## src/rtl/rf_pkg.sv

```systemverilog
// Shared types and sizing for the register-file write scheduler.
// Source numbering fixes arbitration order and the grant_src encoding.
package rf_pkg;

   localparam int NUM_SRC  = 4;
   localparam int ADDR_W   = 3;
   localparam int DATA_W   = 32;
   localparam int NUM_REGS = 2 ** ADDR_W;

   typedef enum logic [1:0] {
      SRC_ALU  = 2'd0,
      SRC_DMEM = 2'd1,
      SRC_IMM  = 2'd2,
      SRC_IMEM = 2'd3
   } src_e;

   typedef struct packed {
      logic [ADDR_W-1:0] addr;
      logic [DATA_W-1:0] data;
   } wr_req_t;

endpackage

```

## src/rtl/rf_write_arbiter_if.sv

```systemverilog
// Request bus from the four write sources plus the register-file write port
// and hazard outputs that the scheduler drives.
interface rf_write_arbiter_if #(
   parameter int NUM_SRC = rf_pkg::NUM_SRC,
   parameter int DATA_W  = rf_pkg::DATA_W,
   parameter int ADDR_W  = rf_pkg::ADDR_W
);
   localparam int NUM_REGS = 2 ** ADDR_W;

   logic [NUM_SRC-1:0]        req_valid;
   logic [NUM_SRC-1:0]        req_ready;
   logic [NUM_SRC*ADDR_W-1:0] req_addr;
   logic [NUM_SRC*DATA_W-1:0] req_data;
   logic                      rf_we;
   logic [ADDR_W-1:0]         rf_waddr;
   logic [DATA_W-1:0]         rf_wdata;
   logic [1:0]                grant_src;
   logic [NUM_REGS-1:0]       pending_mask;
   logic                      r0_drop;

   modport master (
      output req_valid, req_addr, req_data,
      input  req_ready, rf_we, rf_waddr, rf_wdata, grant_src, pending_mask, r0_drop
   );

   modport slave (
      input  req_valid, req_addr, req_data,
      output req_ready, rf_we, rf_waddr, rf_wdata, grant_src, pending_mask, r0_drop
   );

endinterface

```

## src/rtl/rf_write_arbiter_rr_arbiter4.sv

```systemverilog
// Four-way round-robin picker: the first requester at or after ptr (mod 4) wins.
// Purely combinational; the caller owns and advances the pointer.
module rr_arbiter4 (
   input  logic [3:0] req,
   input  logic [1:0] ptr,
   output logic [3:0] grant,
   output logic [1:0] grant_idx,
   output logic       any_grant
);

   logic [1:0] idx;

   always_comb begin
      grant     = 4'b0000;
      grant_idx = 2'd0;
      any_grant = 1'b0;
      idx       = 2'd0;
      for (int i = 0; i < 4; i++) begin
         idx = ptr + 2'(i);
         if (!any_grant && req[idx]) begin
            any_grant = 1'b1;
            grant_idx = idx;
         end
      end
      if (any_grant) begin
         grant[grant_idx] = 1'b1;
      end
   end

endmodule

```

## src/rtl/rf_write_arbiter.sv

```systemverilog
// Write-port scheduler: one-entry buffer per source, round-robin grant into a
// registered write port, and a per-register pending mask for decode stalls.
module rf_write_arbiter #(
   parameter int NUM_SRC = rf_pkg::NUM_SRC,
   parameter int DATA_W  = rf_pkg::DATA_W,
   parameter int ADDR_W  = rf_pkg::ADDR_W
) (
   input  logic                clk,
   input  logic                rst,
   rf_write_arbiter_if.slave   bus
);
   import rf_pkg::*;

   localparam int NUM_REGS = 2 ** ADDR_W;

   logic [NUM_SRC-1:0] full_reg;
   wr_req_t            buf_reg [NUM_SRC];
   logic [1:0]         rr_ptr_reg;

   logic               rf_we_reg;
   logic [ADDR_W-1:0]  rf_waddr_reg;
   logic [DATA_W-1:0]  rf_wdata_reg;
   src_e               grant_src_reg;
   logic               r0_drop_reg;

   logic [3:0]         grant_oh;
   logic [1:0]         grant_idx;
   logic               any_grant;

   logic [ADDR_W-1:0]  src_addr [NUM_SRC];
   logic [NUM_SRC-1:0] is_r0;
   logic [NUM_SRC-1:0] ready;
   logic [NUM_SRC-1:0] accept;

   rr_arbiter4 u_arb (
      .req       (full_reg),
      .ptr       (rr_ptr_reg),
      .grant     (grant_oh),
      .grant_idx (grant_idx),
      .any_grant (any_grant)
   );

   genvar gi;
   generate
      for (gi = 0; gi < NUM_SRC; gi++) begin : g_src
         logic blocked;

         assign src_addr[gi] = bus.req_addr[gi*ADDR_W +: ADDR_W];
         assign is_r0[gi]    = (src_addr[gi] == '0);

         // A buffer leaving this cycle no longer holds the register. A lower-indexed
         // source asking for the same register this cycle wins, so only one of them
         // can be in flight.
         always_comb begin
            blocked = 1'b0;
            for (int t = 0; t < NUM_SRC; t++) begin
               if (t != gi) begin
                  if (full_reg[t] && !grant_oh[t] && (buf_reg[t].addr == src_addr[gi])) begin
                     blocked = 1'b1;
                  end
                  if ((t < gi) && bus.req_valid[t] && (src_addr[t] == src_addr[gi])) begin
                     blocked = 1'b1;
                  end
               end
            end
         end

         assign ready[gi]  = is_r0[gi] | ((~full_reg[gi] | grant_oh[gi]) & ~blocked);
         assign accept[gi] = bus.req_valid[gi] & ready[gi];
      end
   endgenerate

   always_ff @(posedge clk) begin
      if (!rst) begin
         full_reg <= '0;
         for (int s = 0; s < NUM_SRC; s++) begin
            buf_reg[s] <= '0;
         end
      end else begin
         for (int s = 0; s < NUM_SRC; s++) begin
            if (accept[s] && !is_r0[s]) begin
               full_reg[s] <= 1'b1;
               buf_reg[s]  <= '{addr: src_addr[s], data: bus.req_data[s*DATA_W +: DATA_W]};
            end else if (grant_oh[s]) begin
               full_reg[s] <= 1'b0;
            end
         end
      end
   end

   always_ff @(posedge clk) begin
      if (!rst) begin
         rr_ptr_reg    <= 2'd0;
         rf_we_reg     <= 1'b0;
         rf_waddr_reg  <= '0;
         rf_wdata_reg  <= '0;
         grant_src_reg <= SRC_ALU;
         r0_drop_reg   <= 1'b0;
      end else begin
         rf_we_reg   <= any_grant;
         r0_drop_reg <= |(accept & is_r0);
         if (any_grant) begin
            rr_ptr_reg    <= grant_idx + 2'd1;
            rf_waddr_reg  <= buf_reg[grant_idx].addr;
            rf_wdata_reg  <= buf_reg[grant_idx].data;
            grant_src_reg <= src_e'(grant_idx);
         end
      end
   end

   generate
      for (gi = 0; gi < NUM_REGS; gi++) begin : g_pend
         logic hit;

         always_comb begin
            hit = rf_we_reg && (rf_waddr_reg == ADDR_W'(gi));
            for (int s = 0; s < NUM_SRC; s++) begin
               if (full_reg[s] && (buf_reg[s].addr == ADDR_W'(gi))) begin
                  hit = 1'b1;
               end
            end
         end

         assign bus.pending_mask[gi] = hit;
      end
   endgenerate

   assign bus.req_ready = ready;
   assign bus.rf_we     = rf_we_reg;
   assign bus.rf_waddr  = rf_waddr_reg;
   assign bus.rf_wdata  = rf_wdata_reg;
   assign bus.grant_src = grant_src_reg;
   assign bus.r0_drop   = r0_drop_reg;

endmodule

```

## src/flat_wrapper.sv

```systemverilog
// flat-port wrapper written by rule: the top's interface ports become plain ports
module rf_write_arbiter_flat import rf_pkg::*;
#(
   parameter int NUM_SRC = rf_pkg::NUM_SRC,
   parameter int DATA_W  = rf_pkg::DATA_W,
   parameter int ADDR_W  = rf_pkg::ADDR_W
)
  (clk, rst, bus_req_valid, bus_req_addr, bus_req_data, bus_req_ready, bus_rf_we, bus_rf_waddr, bus_rf_wdata, bus_grant_src, bus_pending_mask, bus_r0_drop);
  rf_write_arbiter_if #(.NUM_SRC(NUM_SRC), .DATA_W(DATA_W), .ADDR_W(ADDR_W)) bus_i ();
  input  logic clk;
  input  logic rst;
  input wire logic [$bits(bus_i.req_valid)-1:0] bus_req_valid;
  input wire logic [$bits(bus_i.req_addr)-1:0] bus_req_addr;
  input wire logic [$bits(bus_i.req_data)-1:0] bus_req_data;
  output wire logic [$bits(bus_i.req_ready)-1:0] bus_req_ready;
  output wire logic [$bits(bus_i.rf_we)-1:0] bus_rf_we;
  output wire logic [$bits(bus_i.rf_waddr)-1:0] bus_rf_waddr;
  output wire logic [$bits(bus_i.rf_wdata)-1:0] bus_rf_wdata;
  output wire logic [$bits(bus_i.grant_src)-1:0] bus_grant_src;
  output wire logic [$bits(bus_i.pending_mask)-1:0] bus_pending_mask;
  output wire logic [$bits(bus_i.r0_drop)-1:0] bus_r0_drop;
  assign bus_i.req_valid = bus_req_valid;
  assign bus_i.req_addr = bus_req_addr;
  assign bus_i.req_data = bus_req_data;
  assign bus_req_ready = bus_i.req_ready;
  assign bus_rf_we = bus_i.rf_we;
  assign bus_rf_waddr = bus_i.rf_waddr;
  assign bus_rf_wdata = bus_i.rf_wdata;
  assign bus_grant_src = bus_i.grant_src;
  assign bus_pending_mask = bus_i.pending_mask;
  assign bus_r0_drop = bus_i.r0_drop;
  rf_write_arbiter #(.NUM_SRC(NUM_SRC), .DATA_W(DATA_W), .ADDR_W(ADDR_W)) u_core (.clk(clk), .rst(rst), .bus(bus_i));
endmodule
```

## config.mk

```make
export PLATFORM = sky130hd
export DESIGN_NAME = rf_write_arbiter_flat
export DESIGN_NICKNAME = d
export VERILOG_FILES = /design/src/rtl/rf_pkg.sv /design/src/rtl/rf_write_arbiter_if.sv /design/src/rtl/rf_write_arbiter_rr_arbiter4.sv /design/src/rtl/rf_write_arbiter.sv /design/src/flat_wrapper.sv
export SDC_FILE = /design/constraint.sdc
export NUM_CORES = 1
export LEC_CHECK = 0
export CORE_MARGIN = 2
export CORE_UTILIZATION = 43
export DETAILED_ROUTE_END_ITERATION = 6
export PLACE_DENSITY = 0.78
export SKIP_CTS_REPAIR_TIMING = 1
export SYNTH_ARGS = -nofsm -noshare
export SYNTH_HDL_FRONTEND = slang
export SYNTH_HIERARCHICAL = 1
export SYNTH_SLANG_ARGS = --single-unit
```

## constraint.sdc

```tcl
create_clock -name clk -period 11.95 [get_ports clk]
set_input_delay 2.9875 -clock clk [delete_from_list [all_inputs] [get_ports clk]]
set_output_delay 2.9875 -clock clk [all_outputs]
set_load 0.01 [all_outputs]
```

==> results of run 1 <==
[report_power, final]
part / total (mW) / switching [mW] / internal, mW
Combinational: 0.597 / 0.283 / 0.314
Sequential: 0.887 / 0.0758 / 0.811
Clock: 0.564 / 0.250 / 0.314
[worst max-delay path, delay by kind of cell]
| kind | cells | cell delay, ps |
|---|---|---|
| buffers and inverters | 2 | 1120 |
| and+or+nand+nor | 2 | 530 |
| xor gates and xnor gates | 1 | 260 |
| AOI/OAI and AO/OA | 1 | 230 |
[placed cells by master (no fill, tap or decap), types with 3 or more instances in the layout]
| cell type | synthesis | final |
|---|---|---|
| clkbuf_16 | 0 | 17 |
| nand3_1 | 9 | 9 |
| clkinvlp_4 | 0 | 3 |
| dfxtp_1 | 45 | 45 |
| a41oi_1 | 3 | 3 |
| inv_1 | 8 | 8 |
| mux2i_1 | 38 | 38 |
| a31oi_1 | 4 | 4 |
| nor3_1 | 9 | 9 |
| and2_1 | 104 | 104 |
| nand2_1 | 14 | 12 |
| a21oi_1 | 6 | 5 |
| buf_4 | 28 | 11 |
| nor2_1 | 52 | 52 |
| a32oi_1 | 5 | 5 |
| nor2b_1 | 12 | 12 |
| nand4_1 | 21 | 21 |
| and3_1 | 43 | 43 |
| mux4_2 | 35 | 35 |
| clkdlybuf4s50_1 | 0 | 195 |
| xnor2_1 | 47 | 47 |
| xor2_1 | 8 | 8 |
| a22oi_1 | 3 | 3 |
| inv_6 | 0 | 5 |
| nand2b_1 | 5 | 4 |
| edfxtp_1 | 140 | 140 |
[layout make-up]
type	count	area [µm²]
fill	1717	9245
sequential	185	5105
multi-input combinational	456	3667
timing repair buffer	207	2039
clock buffer	19	432.9
tap	275	344.1
clock inverter	13	153.9
inverter	9	33.78
[worst max path at each step]
| stage | startpoint | endpoint | slack [ps] |
|---|---|---|---|
| finish | bus_req_addr[8] | bus_req_ready[2] | 3840 |
| global route | bus_req_addr[2] | bus_req_ready[1] | 3740 |
| CTS | bus_req_addr[8] | bus_req_ready[2] | 3850 |
| detailed placement | bus_req_addr[8] | bus_req_ready[2] | 3860 |
| global placement | bus_req_addr[8] | bus_req_ready[2] | 3870 |
| floorplan | bus_req_addr[8] | bus_req_ready[2] | 4960 |
[per-stage QoR]
stage                     utilization, %  total power, mW  area [µm²]  setup slack (ps)  instances
after floorplan                        -            1.271        9181              4964        719
after global placement             53.23            1.486       11190              3873       1132
after detailed placement           53.23            1.501       11190              3857       1132
after CTS                          56.02            2.067       11780              3854       1164
after global routing               56.02            2.147       11780              3737       1164
final                              56.02            2.049       11780              3841       1164
[layer usage]
layer,vias up,track usage (%),part of all wire [%]
li1,2914,-,-
met1,3018,28.23,41
met2,282,36.03,50
met3,31,4.030,7.0
met4,0,6.604,1.9
met5,-,0,0
[kinds of logic (layout without fill, tap and decap cells)]
kind of cell    Yosys count  in the layout  synth area share [%]
flops                   185            185                 55.60
compound gates           43             43                 3.611
simple gates            285            285                 17.88
xor+xnor                 55             55                 5.247
buf+inv                  78            248                 4.933
mux                      73             73                 12.73
==> run summary, run 1 <==
Initial DRC count - 432
Tmin final - 8109 ps
WL final - 23.82 mm
Synth top area share - 45.79%
Hold_sp - u_core/bus.rf_wdata[26]
Placer Congestion - 0.8352
Top-count cell post-synth - edfxtp_1
Root Driver - clkbuf_16
Reg-to-reg setup timing slack - 8420 ps
RR Startpoint - u_core/rr_ptr_reg[1]
Share of layout cells above drive strength 1 - 10.69%
Reg2reg end - u_core/buf_reg[2][34]
Status - completed
DRC - 0
Synth async-reset ratio - 0%
Cell mode on critical path - clkdlybuf4s50_1
Slew Limit Fails - 0
Flops & latches, synth - 185
EDFF count, synth - 140
CP max stage delay - 650 ps
WL/cell - 20.46 µm
CP max-delay cell - clkdlybuf4s50_1
Starting Density - 43.68%
Die Y - 150.1 µm
TritonCTS clock tree - yes
Clock-pin slew on the worst setup and hold paths - 70 ps
Max reg flops - 140
Post-synth top cells - 140 x edfxtp_1, 104 x and2_1, 52 x nor2_1
CP Capture Type - output port
Lkg Pwr - 4.494 nW
Antenna diodes - 0
Period utilization - 67.86%
IO buf count - 196
Synthesis-to-finish area growth - 28.26%
Worst-case clock buffer depth - 2
Drt first pass iters - 5
Hold slack - 500.5 ps
Final Hold Vio Count - 0
Row cnt - 53
Rel. slew slack - 23.39%
Worst Tran Pin Value - 1149 ps
Max-cap violation count - 0
CTS sink cnt - 185
Total negative setup slack - 0 ps
DP HPWL - 15.22 mm
Clock Latency Late Sink - 430 ps
Crit path launch type - primary input
Hold crit path type - reg2reg
RSZ-0062 raised after global routing - no
Power per cell area - 174.0 nW/µm²
Crit-path cells - clkdlybuf4s50_1 > xor2_1 > nor4_2 > nor3_1 > a21o_2 > clkdlybuf4s50_1
CP required - 8960 ps
First-pass GRT wire length - 36.08 mm
Grt total ovfl - 0
Largest net degree at the start of global routing - 47
Worst EP arrival - 5120 ps
Post-Syn Instances - 719
Reg2reg path depth - 8
Die area - 22540 µm²
Peak Freq - 123.3 MHz
Clk_skew - 12.79 ps
# setup viols final - 0
Hold Path End - u_core/bus.rf_wdata[26]
Gr usage total - 21.41%
Core Region - 21020 µm²
Syn. warnings - 6
Area contributors post-synth - edfxtp_1 46%, dfxtp_1 9.8%, mux4_2 8.6%
Routed Antenna Nets - 0
Post-Syn Area per Cell - 12.77 µm²
Post-synth cell types - 55
H-tree levels - 4
WS Path Type - in2out
Initial antenna violation count - 0
TritonCTS buffer count - 17
Number of global-route vias before repair - 6399
Leading area contributor after synthesis - edfxtp_1
Hold depth - 2
Nets - 1022
Via density - 5.365
Sequential area share after synthesis - 55.60%
CP Max Fanout - 8
Vias post-DR - 6245
IO Pins - 197
Syn Nets - 865
Cell Area, Synth - 9181 µm²
Top FF cell, synth - edfxtp_1
Peak supply drop - 0.08248 mV
DIE WIDTH - 150.1 µm
No activity file was read; power rests on OpenSTA's default activity.
==> run 2: changes to the inputs <==
--- a/config.mk
+++ b/config.mk
@@ -8,7 +8,7 @@
 export CORE_MARGIN = 2
 export CORE_UTILIZATION = 43
 export DETAILED_ROUTE_END_ITERATION = 6
-export PLACE_DENSITY = 0.78
+export PLACE_DENSITY = 0.81
 export SKIP_CTS_REPAIR_TIMING = 1
 export SYNTH_ARGS = -nofsm -noshare
 export SYNTH_HDL_FRONTEND = slang
==> constraint.sdc (replaced) <==
create_clock -name clk -period 7.1 [get_ports clk]
set_input_delay 1.775 -clock clk [delete_from_list [all_inputs] [get_ports clk]]
set_output_delay 1.775 -clock clk [all_outputs]
set_load 0.01 [all_outputs]
==> run 2 against run 1 <==
Compared with the run above:
- critical path depth is the same
- wire length grew 1.6%
- via count grew 2.9%
- non-clock buffer count shrank 1
- power grew 68%
- utilization is essentially flat
- sequential share of layout area is essentially flat
- critical endpoint unchanged
- global-route usage is essentially flat
==> run summary, run 2 (synthesized netlist as in run 1, its figures left out) <==
Status - completed
Synthesis-to-finish area growth - 28.37% (about the same)
Root Driver - clkbuf_16
Top layer in use - met4
Pre-CTS WS - 1424 ps (-2433 ps)
Peak Freq - 175.7 MHz
WL/cell - 20.80 µm (+1.6%)
Largest net degree at the start of global routing - 47 (unchanged)
Worst Tran Pin Value - 1164 ps (+14.96 ps)
Rel. slew slack - 22.39% (-1.0 points)
Clk_skew - 19.53 ps (+6.742 ps)
Nets - 1021 (-0.098%)
WL met1 - 9.750 mm (about the same)
CP Capture Type - output port
Gr usage total - 21.38% (-0.031 points)
Clock-pin slew on the worst setup and hold paths - 80 ps (about the same)
Number of global-route vias before repair - 6566 (+2.6%)
Tmin final - 5692 ps
Dpl cells - 1131 (-0.088%)
Wire length on met3 - 1.652 mm (-0.90%)
Routed Antenna Nets - 0 (unchanged)
Lkg Pwr - 4.495 nW (about the same)
Initial antenna violation count - 0 (unchanged)
CP required - 5330 ps (-3630 ps)
Crit path launch type - primary input
DRC - 0 (unchanged)
WS Path Type - in2out
Hold crit path type - reg2reg
First-pass GRT wire length - 35.93 mm (-0.42%)
WL final - 24.19 mm (+1.6%)
Die area - 22540 µm² (unchanged)
Drt first pass iters - 5 (unchanged)
CP Max Fanout - 8 (unchanged)
Starting Density - 43.68% (unchanged)
Clock Latency Late Sink - 440 ps (about the same)
Final Hold Vio Count - 0 (unchanged)
TritonCTS clock tree - yes
Period utilization - 80.17%
DIE WIDTH - 150.1 µm (unchanged)
Share of layout cells above drive strength 1 - 10.81% (+0.12 points)
Worst-case clock buffer depth - 2 (unchanged)
Via density - 5.523 (+2.9%)
Worst EP arrival - 3920 ps (-1200 ps)
TritonCTS buffer count - 17 (unchanged)
IO buf count - 196 (unchanged)
H-tree levels - 4 (unchanged)
Final Core Density - 56.07% (about the same)
Grt total ovfl - 0 (unchanged)
Met2 wire len - 12.24 mm (+2.4%)
Peak supply drop - 0.1467 mV (+78%)
Antenna diodes - 0 (unchanged)
Initial DRC count - 393 (-9.0%)
CTS sink cnt - 185 (unchanged)
IO Pins - 197 (unchanged)
Max-cap violation count - 0 (unchanged)
Die Y - 150.1 µm (unchanged)
Slew Limit Fails - 0 (unchanged)
Core Region - 21020 µm² (unchanged)
Row cnt - 53 (unchanged)
Final WS setup - 1408 ps (-2433 ps)
Placer Congestion - 0.8535 (+2.2%)
DP HPWL - 15.28 mm (+0.37%)
RSZ-0062 raised after global routing - no
Most frequent cells in the layout - 195 x clkdlybuf4s50_1, 140 x edfxtp_1, 104 x and2_1
Non-filler cells, final - 1163 (-0.086%)
# setup viols final - 0 (unchanged)
Max reg flops - 140 (unchanged)
Most common cell after layout, fill and taps aside - clkdlybuf4s50_1
Total negative setup slack - 0 ps (unchanged)
Vias post-DR - 6423 (+2.9%)
Hold slack - 497.7 ps (-2.845 ps)
Power per cell area - 292.9 nW/µm² (+68%)
==> run 2: cell type report <==
cell class	instances	area, µm²
clock inverters	15	178.9
repair buffers	206	2032
multi-input cells	456	3667
flip-flops and latches	185	5105
well taps	275	344.1
inverters	9	33.78
clock buffers	17	425.4
fillers	1726	9235
==> run 2: final timing paths <==
path                        endpoint                     from  slack (ps)  depth (start not counted)
min reg2reg  u_core/bus.rf_wdata[19]  u_core/bus.rf_wdata[19]         500                          2
min          u_core/bus.rf_wdata[19]  u_core/bus.rf_wdata[19]         500                          2
max reg2reg    u_core/buf_reg[2][31]       u_core/full_reg[0]        3580                          8
max                 bus_req_ready[2]          bus_req_addr[8]        1410                          6
==> run 2: power by group <==
part | total [mW] | internal, mW | switching [mW]
Combinational | 1.02 | 0.529 | 0.486
Sequential | 1.49 | 1.36 | 0.127
Clock | 0.945 | 0.476 | 0.469
==> run 2: metrics by stage <==
| stage | area (µm²) | total power [mW] |
|---|---|---|
| finish | 11790 | 3.452 |
| floorplan | 9181 | 2.140 |
| CTS | 11790 | 3.477 |
| global placement | 11180 | 2.504 |
| detailed placement | 11180 | 2.537 |
| global route | 11790 | 3.598 |
==> run 2: layer usage <==
| layer | vias up | track usage, % |
|---|---|---|
| met5 | - | 0 |
| met4 | 0 | 8.491 |
| met2 | 308 | 36.53 |
| met1 | 3162 | 27.04 |
| li1 | 2914 | - |
| met3 | 39 | 3.818 |
==> run 2: worst max-delay path: stages <==
cell and delay, ps:
clkdlybuf4s50_1 640, xor2_1 250, nor4_2 440, nor3_1 110
a21o_2 220, clkdlybuf4s50_1 480
